**src/rtl/dmem_access_ctrl_if.sv**
```systemverilog
// Memory-stage access bus between the pipeline (master) and the data-memory
// access controller (slave): request operands in, read result and status out.
interface dmem_access_ctrl_if;
    logic        mem_req;
    logic        mem_we;
    logic [63:0] mem_addr;
    logic [63:0] mem_wdata;
    logic [63:0] mem_rdata;
    logic        mem_done;
    logic        mem_error;
    logic        mem_busy;

    modport master (
        output mem_req, mem_we, mem_addr, mem_wdata,
        input  mem_rdata, mem_done, mem_error, mem_busy
    );

    modport slave (
        input  mem_req, mem_we, mem_addr, mem_wdata,
        output mem_rdata, mem_done, mem_error, mem_busy
    );
endinterface

```
**src/rtl/dmem_access_ctrl.sv**
```systemverilog
// Serialises 64-bit memory-stage accesses into eight little-endian byte beats on a
// byte-wide single-port RAM, shared with a loader port that wins whenever the FSM is idle.
module dmem_access_ctrl #(
    parameter int ADDR_W    = 10,
    parameter int MEM_BYTES = 1024
) (
    input  logic              clk,
    input  logic              reset,
    dmem_access_ctrl_if.slave mem,
    input  logic              ld_req,
    input  logic [ADDR_W-1:0] ld_addr,
    input  logic [7:0]        ld_wdata,
    output logic              ld_ack,
    output logic [ADDR_W-1:0] ram_addr,
    output logic              ram_we,
    output logic [7:0]        ram_wdata,
    input  logic [7:0]        ram_rdata
);

    // Highest base address whose eight bytes still fit in the RAM.
    localparam logic [63:0] LAST_OK = 64'(MEM_BYTES) - 64'd8;

    typedef enum logic [2:0] {
        IDLE,
        WR,
        RD,
        DRAIN,
        DONE
    } state_t;

    state_t            state;
    logic [2:0]        beat;
    logic [ADDR_W-1:0] base;
    logic [63:0]       wdata_q;
    logic [55:0]       rd_buf;
    logic [63:0]       rdata_q;
    logic              err;

    always_ff @(posedge clk) begin
        if (reset) begin
            state   <= IDLE;
            beat    <= 3'd0;
            base    <= '0;
            wdata_q <= 64'd0;
            rd_buf  <= 56'd0;
            rdata_q <= 64'd0;
            err     <= 1'b0;
        end else begin
            case (state)
                IDLE: begin
                    if (!ld_req && mem.mem_req) begin
                        if (mem.mem_addr > LAST_OK) begin
                            err   <= 1'b1;
                            state <= DONE;
                        end else begin
                            base    <= mem.mem_addr[ADDR_W-1:0];
                            wdata_q <= mem.mem_wdata;
                            beat    <= 3'd0;
                            state   <= mem.mem_we ? WR : RD;
                        end
                    end
                end
                WR: begin
                    // Write data shifts down so the current byte is always at the bottom.
                    wdata_q <= {8'd0, wdata_q[63:8]};
                    beat    <= beat + 3'd1;
                    if (beat == 3'd7) begin
                        state <= DONE;
                    end
                end
                RD: begin
                    // RAM data lags the address by a cycle; bytes 0..6 shift in from the top.
                    if (beat != 3'd0) begin
                        rd_buf <= {ram_rdata, rd_buf[55:8]};
                    end
                    beat <= beat + 3'd1;
                    if (beat == 3'd7) begin
                        state <= DRAIN;
                    end
                end
                DRAIN: begin
                    rdata_q <= {ram_rdata, rd_buf};
                    state   <= DONE;
                end
                DONE: begin
                    err   <= 1'b0;
                    state <= IDLE;
                end
                default: begin
                    state <= IDLE;
                end
            endcase
        end
    end

    // RAM port mux: loader only while idle, otherwise the active beat.
    always_comb begin
        ram_addr  = '0;
        ram_we    = 1'b0;
        ram_wdata = 8'd0;
        ld_ack    = 1'b0;
        if (!reset) begin
            case (state)
                IDLE: begin
                    if (ld_req) begin
                        ram_addr  = ld_addr;
                        ram_wdata = ld_wdata;
                        ram_we    = 1'b1;
                        ld_ack    = 1'b1;
                    end
                end
                WR: begin
                    ram_addr  = base + ADDR_W'(beat);
                    ram_wdata = wdata_q[7:0];
                    ram_we    = 1'b1;
                end
                RD: begin
                    ram_addr = base + ADDR_W'(beat);
                end
                default: begin
                    ram_addr = '0;
                end
            endcase
        end
    end

    assign mem.mem_rdata = rdata_q;
    assign mem.mem_done  = (state == DONE);
    assign mem.mem_error = (state == DONE) && err;
    assign mem.mem_busy  = (state != IDLE);

endmodule

```
**src/flat_wrapper.sv**
```systemverilog
// flat-port wrapper written by rule: the top's interface ports become plain ports
module dmem_access_ctrl_flat 
#(
    parameter int ADDR_W    = 10,
    parameter int MEM_BYTES = 1024
)
  (clk, reset, ld_req, ld_addr, ld_wdata, ld_ack, ram_addr, ram_we, ram_wdata, ram_rdata, mem_mem_req, mem_mem_we, mem_mem_addr, mem_mem_wdata, mem_mem_rdata, mem_mem_done, mem_mem_error, mem_mem_busy);
  dmem_access_ctrl_if mem_i ();
  input  logic clk;
  input  logic reset;
  input  logic ld_req;
  input  logic [ADDR_W-1:0] ld_addr;
  input  logic [7:0] ld_wdata;
  output logic ld_ack;
  output logic [ADDR_W-1:0] ram_addr;
  output logic ram_we;
  output logic [7:0] ram_wdata;
  input  logic [7:0] ram_rdata;
  input wire logic [$bits(mem_i.mem_req)-1:0] mem_mem_req;
  input wire logic [$bits(mem_i.mem_we)-1:0] mem_mem_we;
  input wire logic [$bits(mem_i.mem_addr)-1:0] mem_mem_addr;
  input wire logic [$bits(mem_i.mem_wdata)-1:0] mem_mem_wdata;
  output wire logic [$bits(mem_i.mem_rdata)-1:0] mem_mem_rdata;
  output wire logic [$bits(mem_i.mem_done)-1:0] mem_mem_done;
  output wire logic [$bits(mem_i.mem_error)-1:0] mem_mem_error;
  output wire logic [$bits(mem_i.mem_busy)-1:0] mem_mem_busy;
  assign mem_i.mem_req = mem_mem_req;
  assign mem_i.mem_we = mem_mem_we;
  assign mem_i.mem_addr = mem_mem_addr;
  assign mem_i.mem_wdata = mem_mem_wdata;
  assign mem_mem_rdata = mem_i.mem_rdata;
  assign mem_mem_done = mem_i.mem_done;
  assign mem_mem_error = mem_i.mem_error;
  assign mem_mem_busy = mem_i.mem_busy;
  dmem_access_ctrl #(.ADDR_W(ADDR_W), .MEM_BYTES(MEM_BYTES)) u_core (.clk(clk), .reset(reset), .mem(mem_i), .ld_req(ld_req), .ld_addr(ld_addr), .ld_wdata(ld_wdata), .ld_ack(ld_ack), .ram_addr(ram_addr), .ram_we(ram_we), .ram_wdata(ram_wdata), .ram_rdata(ram_rdata));
endmodule
```
**config.mk**
```make
export PLATFORM = sky130hd
export DESIGN_NAME = dmem_access_ctrl_flat
export DESIGN_NICKNAME = d
export VERILOG_FILES = /design/src/rtl/dmem_access_ctrl_if.sv /design/src/rtl/dmem_access_ctrl.sv /design/src/flat_wrapper.sv
export SDC_FILE = /design/constraint.sdc
export NUM_CORES = 1
export LEC_CHECK = 0
export BUFFER_PORTS_ARGS = -buffer_cell sky130_fd_sc_hd__buf_4
export CAP_MARGIN = 20
export CORE_ASPECT_RATIO = 1.1
export CORE_MARGIN = 8
export CORE_UTILIZATION = 35
export CTS_CLUSTER_SIZE = 25
export DETAILED_ROUTE_END_ITERATION = 7
export PLACE_DENSITY = 0.66
export SLEW_MARGIN = 20
export SYNTH_ARGS = -nofsm -noshare
export SYNTH_HDL_FRONTEND = slang
export SYNTH_SLANG_ARGS = --single-unit
```
**constraint.sdc**
```tcl
create_clock -name clk -period 2.4 [get_ports clk]
set_input_delay 0.12 -clock clk [delete_from_list [all_inputs] [get_ports clk]]
set_output_delay 0.12 -clock clk [all_outputs]
set_load 0.01 [all_outputs]
```
Yosys cells after proc, flatten, opt, wreduce, memory -nomap -nowiden --
Cells that the tools add are included.
Storage, ports and cells: output and inout port bits 87, word-level logic and storage cells 63, flip-flop bits (word level) 201, bits of input ports 159
Operators by class: $add $sub $neg 2, magnitude comparators 1, bitwise logic cells 1, equal/unequal tests 10, reductions and logical operators 16, multiplexer cells 26
Operators with widths (number):
- $mux 64 | 2
- $pmux 64 s2 | 1
- $gt 64x10->1 const B | 1
- $mux 10 | 2
- $pmux 10 s2 | 1
- $mux 3 | 6
- $mux 8 | 2
- $pmux 8 s2 | 1
- $reduce_and 3->1 | 5
- $pmux 3 s4 | 1
- $add 10x3->10 | 1
- $ne 2x1->1 const B | 4
- $eq 3x2->1 const B | 2
- $eq 3x3->1 const B | 2
- $mux 1 | 6
- $pmux 3 s2 | 1
- $reduce_bool 2->1 | 3
- $reduce_bool 3->1 | 2
- $pmux 1 s2 | 2
- $add 3x1->3 const B | 1
- $eq 3x1->1 const B | 1
- $logic_not 3->1 | 1
- $logic_and 1x1->1 | 2
- $mux 2 | 1
- 5 further kinds | 5

Logic depth before layout (Yosys ltp) --
word-level depth 4, gate-level depth with buffers 8

Least setup slack after synthesis --
OpenSTA, ideal clock, no wires.
path type register -> output, from register u_core.beat[0], to output port ram_addr[8], required time 2.280 ns, slack 0.616 ns, stages on the path, launching flop included 9, arrival 1.664 ns, cells stage by stage dfxtp_1 ha_1 inv_1 fa_1 nor2b_1 o2111ai_1 xnor2_1 a22oi_1 nor2_1
Between the ends: word-level cells in the longest chain between the ends 3
Ends and longest elaborated chain:
- from (decl) | RTL line dmem_access_ctrl.sv:32 | logic [2:0] beat;
- from (signal assigned) | RTL line dmem_access_ctrl.sv:66 | beat <= beat + 3'd1;
- from (signal assigned) | RTL line dmem_access_ctrl.sv:76 | beat <= beat + 3'd1;
- $add 10x3->10 | RTL line dmem_access_ctrl.sv:113, dmem_access_ctrl.sv:118
- $pmux 10 s2 | RTL line dmem_access_ctrl.sv:103 | case (state)
- $mux 10 | RTL line dmem_access_ctrl.sv:102 | if (!reset) begin
- to (decl) | RTL line flat_wrapper.sv:15 | output logic [ADDR_W-1:0] ram_addr;
Every way passes these cells.

Worst setup path in the final report --
from register u_core.beat[0], to output port ram_addr[6]
Same word-level chain as after synthesis.

==> summary.md <==
| Metric | Value |
|---|---|
| Outcome | finished, violations left |
| Failing checks | negative setup slack |
| Max-slew violation count | 0 |
| # H-tree levels | 1 |
| Row cnt | 61 |
| FF+latch count, synth | 201 |
| Synth Area per Inst | a little under 9 um2 |
| CP required | approximately 2300 ps |
| Final Hold Viols | 0 |
| Final WS setup | -2.62 ps |
| Initial antenna violation count | 4 |
| Most frequent cells in the layout | buf_4, nand2_1, dfxtp_1, a21oi_1, a211oi_1 |
| Hold Crit Class | input port to flop |
| Grt total ovfl | 0 |
| Clock Skews | between 8 and 9 ps |
| Pre-Repair DR Iteration Count | 5 |
| Syn_nets | roughly 1200 |
| RSZ-0062 raised after global routing | yes |
| Commonest non-fill, non-tap cell in the layout | buf_4 |
| Worst-Margin Slew | between 600 and 700 ps |
| Total negative slack | -2.62 ps |
| Wire length per cell | about 17 um |
| Placed Instances | 1514 |
| Relative slew margins | 59.0% |
| Vias per inst | between 5 and 6 |
| Max-cap check violation count | 0 |
| GRT Resource Usage Total | approximately 17% |
| Setup-failing EPs final | 1 |
| CTS Buffer Depth | 3 |
| Synthesized cell area | 8910 um2 |
| Largest net degree at the start of global routing | roughly 100 |
| Design Area, Final | between 10000 and 15000 um2 |
| CTS root buf | clkbuf_16 |
| CTS tree | done |
| Leakage | ~4.3 nW |
| Max VDD drop | 448 uV |
| First-pass GRT wire length | roughly 44 mm |
| Yosys warns | 0 |
| IO Pins | 246 |
| Critical path fanouts, max | 4 |
| Placed inst area | around 11000 um2 |
| PortBufs | 245 |
| Pre-CTS WS | roughly 390 ps |
| CP Capture Type | output pin |
| GP Congestion | ~0.82 |
| Die ar. | 30800 um2 |
| Worst EP arrival | 2280 ps |
| Clock sink total | between 200 and 250 |
| Layout cell share with drive strength beyond 1 | roughly 28% |
| Vias in the first global route | around 8300 |
| FMAX | between 400 and 500 MHz |
| Seq/Total Area, Yosys | a little under half |
| Layout net count | roughly 1400 |
| Yosys cell types | 49 |
| Reg-to-reg setup timing slack | 400 ps |
| CTS clock-pin slew for the worst setup and hold paths | ~60 ps |
| CP startpoint kind | flop |
| CTS Buf Count | 23 |
| Post-route DRC | 0 |
| DRT iter0 DRCs | roughly 570 |
| Period utilization | 100% |
| Antenna Nets Post-Route | 0 |
| DIE HEIGHT | around 180 um |
| Final non-filler cell total | roughly 1600 |
| Kind of critical path | flop to output pin |
| Hpwl dp | 18.7 mm |
| Core ar. | 25200 um2 |
| Worst-skew pair later-pin latency | ~500 ps |
| Via count | ~8400 |
| Power density over the cells | approximately 600 nW/um2 |
| Final min period | between 2000 and 2500 ps |
| Layout area overhead | 37.2% |
| Initial core utilization | between 30% and 40% |
| Syn Inst Count | 1031 |
| Routed WL | ~28 mm |
| Die Wd | around 170 um |
## kinds of logic (layout without fill, tap and decap cells)
| group | count (synthesis) | in the layout | share of synthesized area [%] |
|---|---|---|---|
| AND/OR/NAND/NOR | 349 | 349 | 17.2 |
| AO/OA/AOI/OAI | 309 | 309 | 23.8 |
| flip-flops | 201 | 201 | 45.1 |
| XOR/XNOR | 8 | 8 | 0.786 |
| multiplexers | 56 | 56 | 6.29 |
| other | 0 | 3 | 0 |
| buffers and inverters | 101 | 362 | 5.74 |
| adder cells (fa/ha/maj) | 7 | 7 | 1.07 |
## routing by layer
metal | wire length [um] | part of all wire [%] | GRT usage [%]
met2 | 13100 | 47 | 28.4
met5 | 8 | 0.029 | 0
met4 | 433 | 1.6 | 3.61
met1 | 12400 | 45 | 22.1
met3 | 1760 | 6.4 | 4.21
## synth_stat cells (all sizes together)
master / count / area [um2]
a2111o: 1 / 11.3
a211oi: 113 / 1050
a21boi: 1 / 7.51
a21o: 2 / 15.0
a21oi: 145 / 726
a22oi: 14 / 105
a311oi: 3 / 26.3
a31o: 1 / 8.76
a31oi: 1 / 6.26
a32o: 2 / 20.0
a41oi: 1 / 8.76
and2: 1 / 6.26
and3: 3 / 23.8
buf: 32 / 253
clkbuf: 64 / 240
dfxtp: 201 / 4020
fa: 1 / 20.0
ha: 6 / 75.1
inv: 5 / 18.8
mux2i: 56 / 561
nand2: 246 / 923
nand2b: 3 / 18.8
nand3: 3 / 15.0
nand4: 22 / 138
nor2: 25 / 93.8
nor2b: 14 / 87.6
nor3: 9 / 56.3
nor3b: 1 / 7.51
nor4: 14 / 103
nor4bb: 1 / 10.0
o2111ai: 2 / 17.5
o21a: 2 / 15.0
o21ai: 21 / 105
or2: 1 / 6.26
or3: 4 / 25.0
or4: 2 / 18.8
xnor2: 6 / 52.6
xor2: 2 / 17.5
## stage by stage
step	utilization [%]	total power [mW]	hold slack [ps]
final	48.6	7.15	10.8
after global routing	48.6	7.43	6.94
after CTS	48.4	7.23	0.351
after detailed placement	43.4	3.83	389
after global placement	43.4	3.83	383
after floorplan	-	3.56	256
## critical path: stages (launching register included)
cell,delay [ps]
dfxtp_4,370
ha_4,140
inv_2,40
fa_2,410
nor2b_4,150
o2111ai_2,140
xnor2_1,200
a22oi_1,90
nor2_1,120
buf_4,140
## flip-flops by register name (all words and copies together) (netlist names)
name	flops
u_core.base	10
u_core.beat	3
u_core.err	1
u_core.mem.mem_rdata	64
u_core.rd_buf	56
u_core.state	3
u_core.wdata_q	64
## area by class of cell
type | count | area (um2)
inverters | 5 | 18.8
diodes | 3 | 7.51
multi-input cells | 729 | 4430
fillers | 2445 | 13000
well taps | 315 | 394
clock buffers | 35 | 661
flip-flops and latches | 201 | 4030
clock inverters | 4 | 52.6
repair buffers | 318 | 2630
## report_power, final
part           switching (mW)  internal, mW
clock network            1.33          2.00
registers             0.00280          3.34
logic                   0.209         0.280
## final timing paths
kind,startpoint,endpoint,cells after the start
min,mem_mem_wdata[13],u_core.wdata_q[13],3
min reg2reg,u_core.rd_buf[2],u_core.mem.mem_rdata[2],2
max,u_core.beat[0],ram_addr[6],9
max reg2reg,u_core.state[1],u_core.base[2],5
## timing repair
action / CTS / global route
hold buffers: 52 / 0
endpoints found under the hold margin: 61 / 0
setup endpoints to repair: 5 / 9
pin swaps: 0 / 6
gates resized for setup: 4 / 8
buffers inserted: 0 / 2
Power figures use the tool's default switching activity.
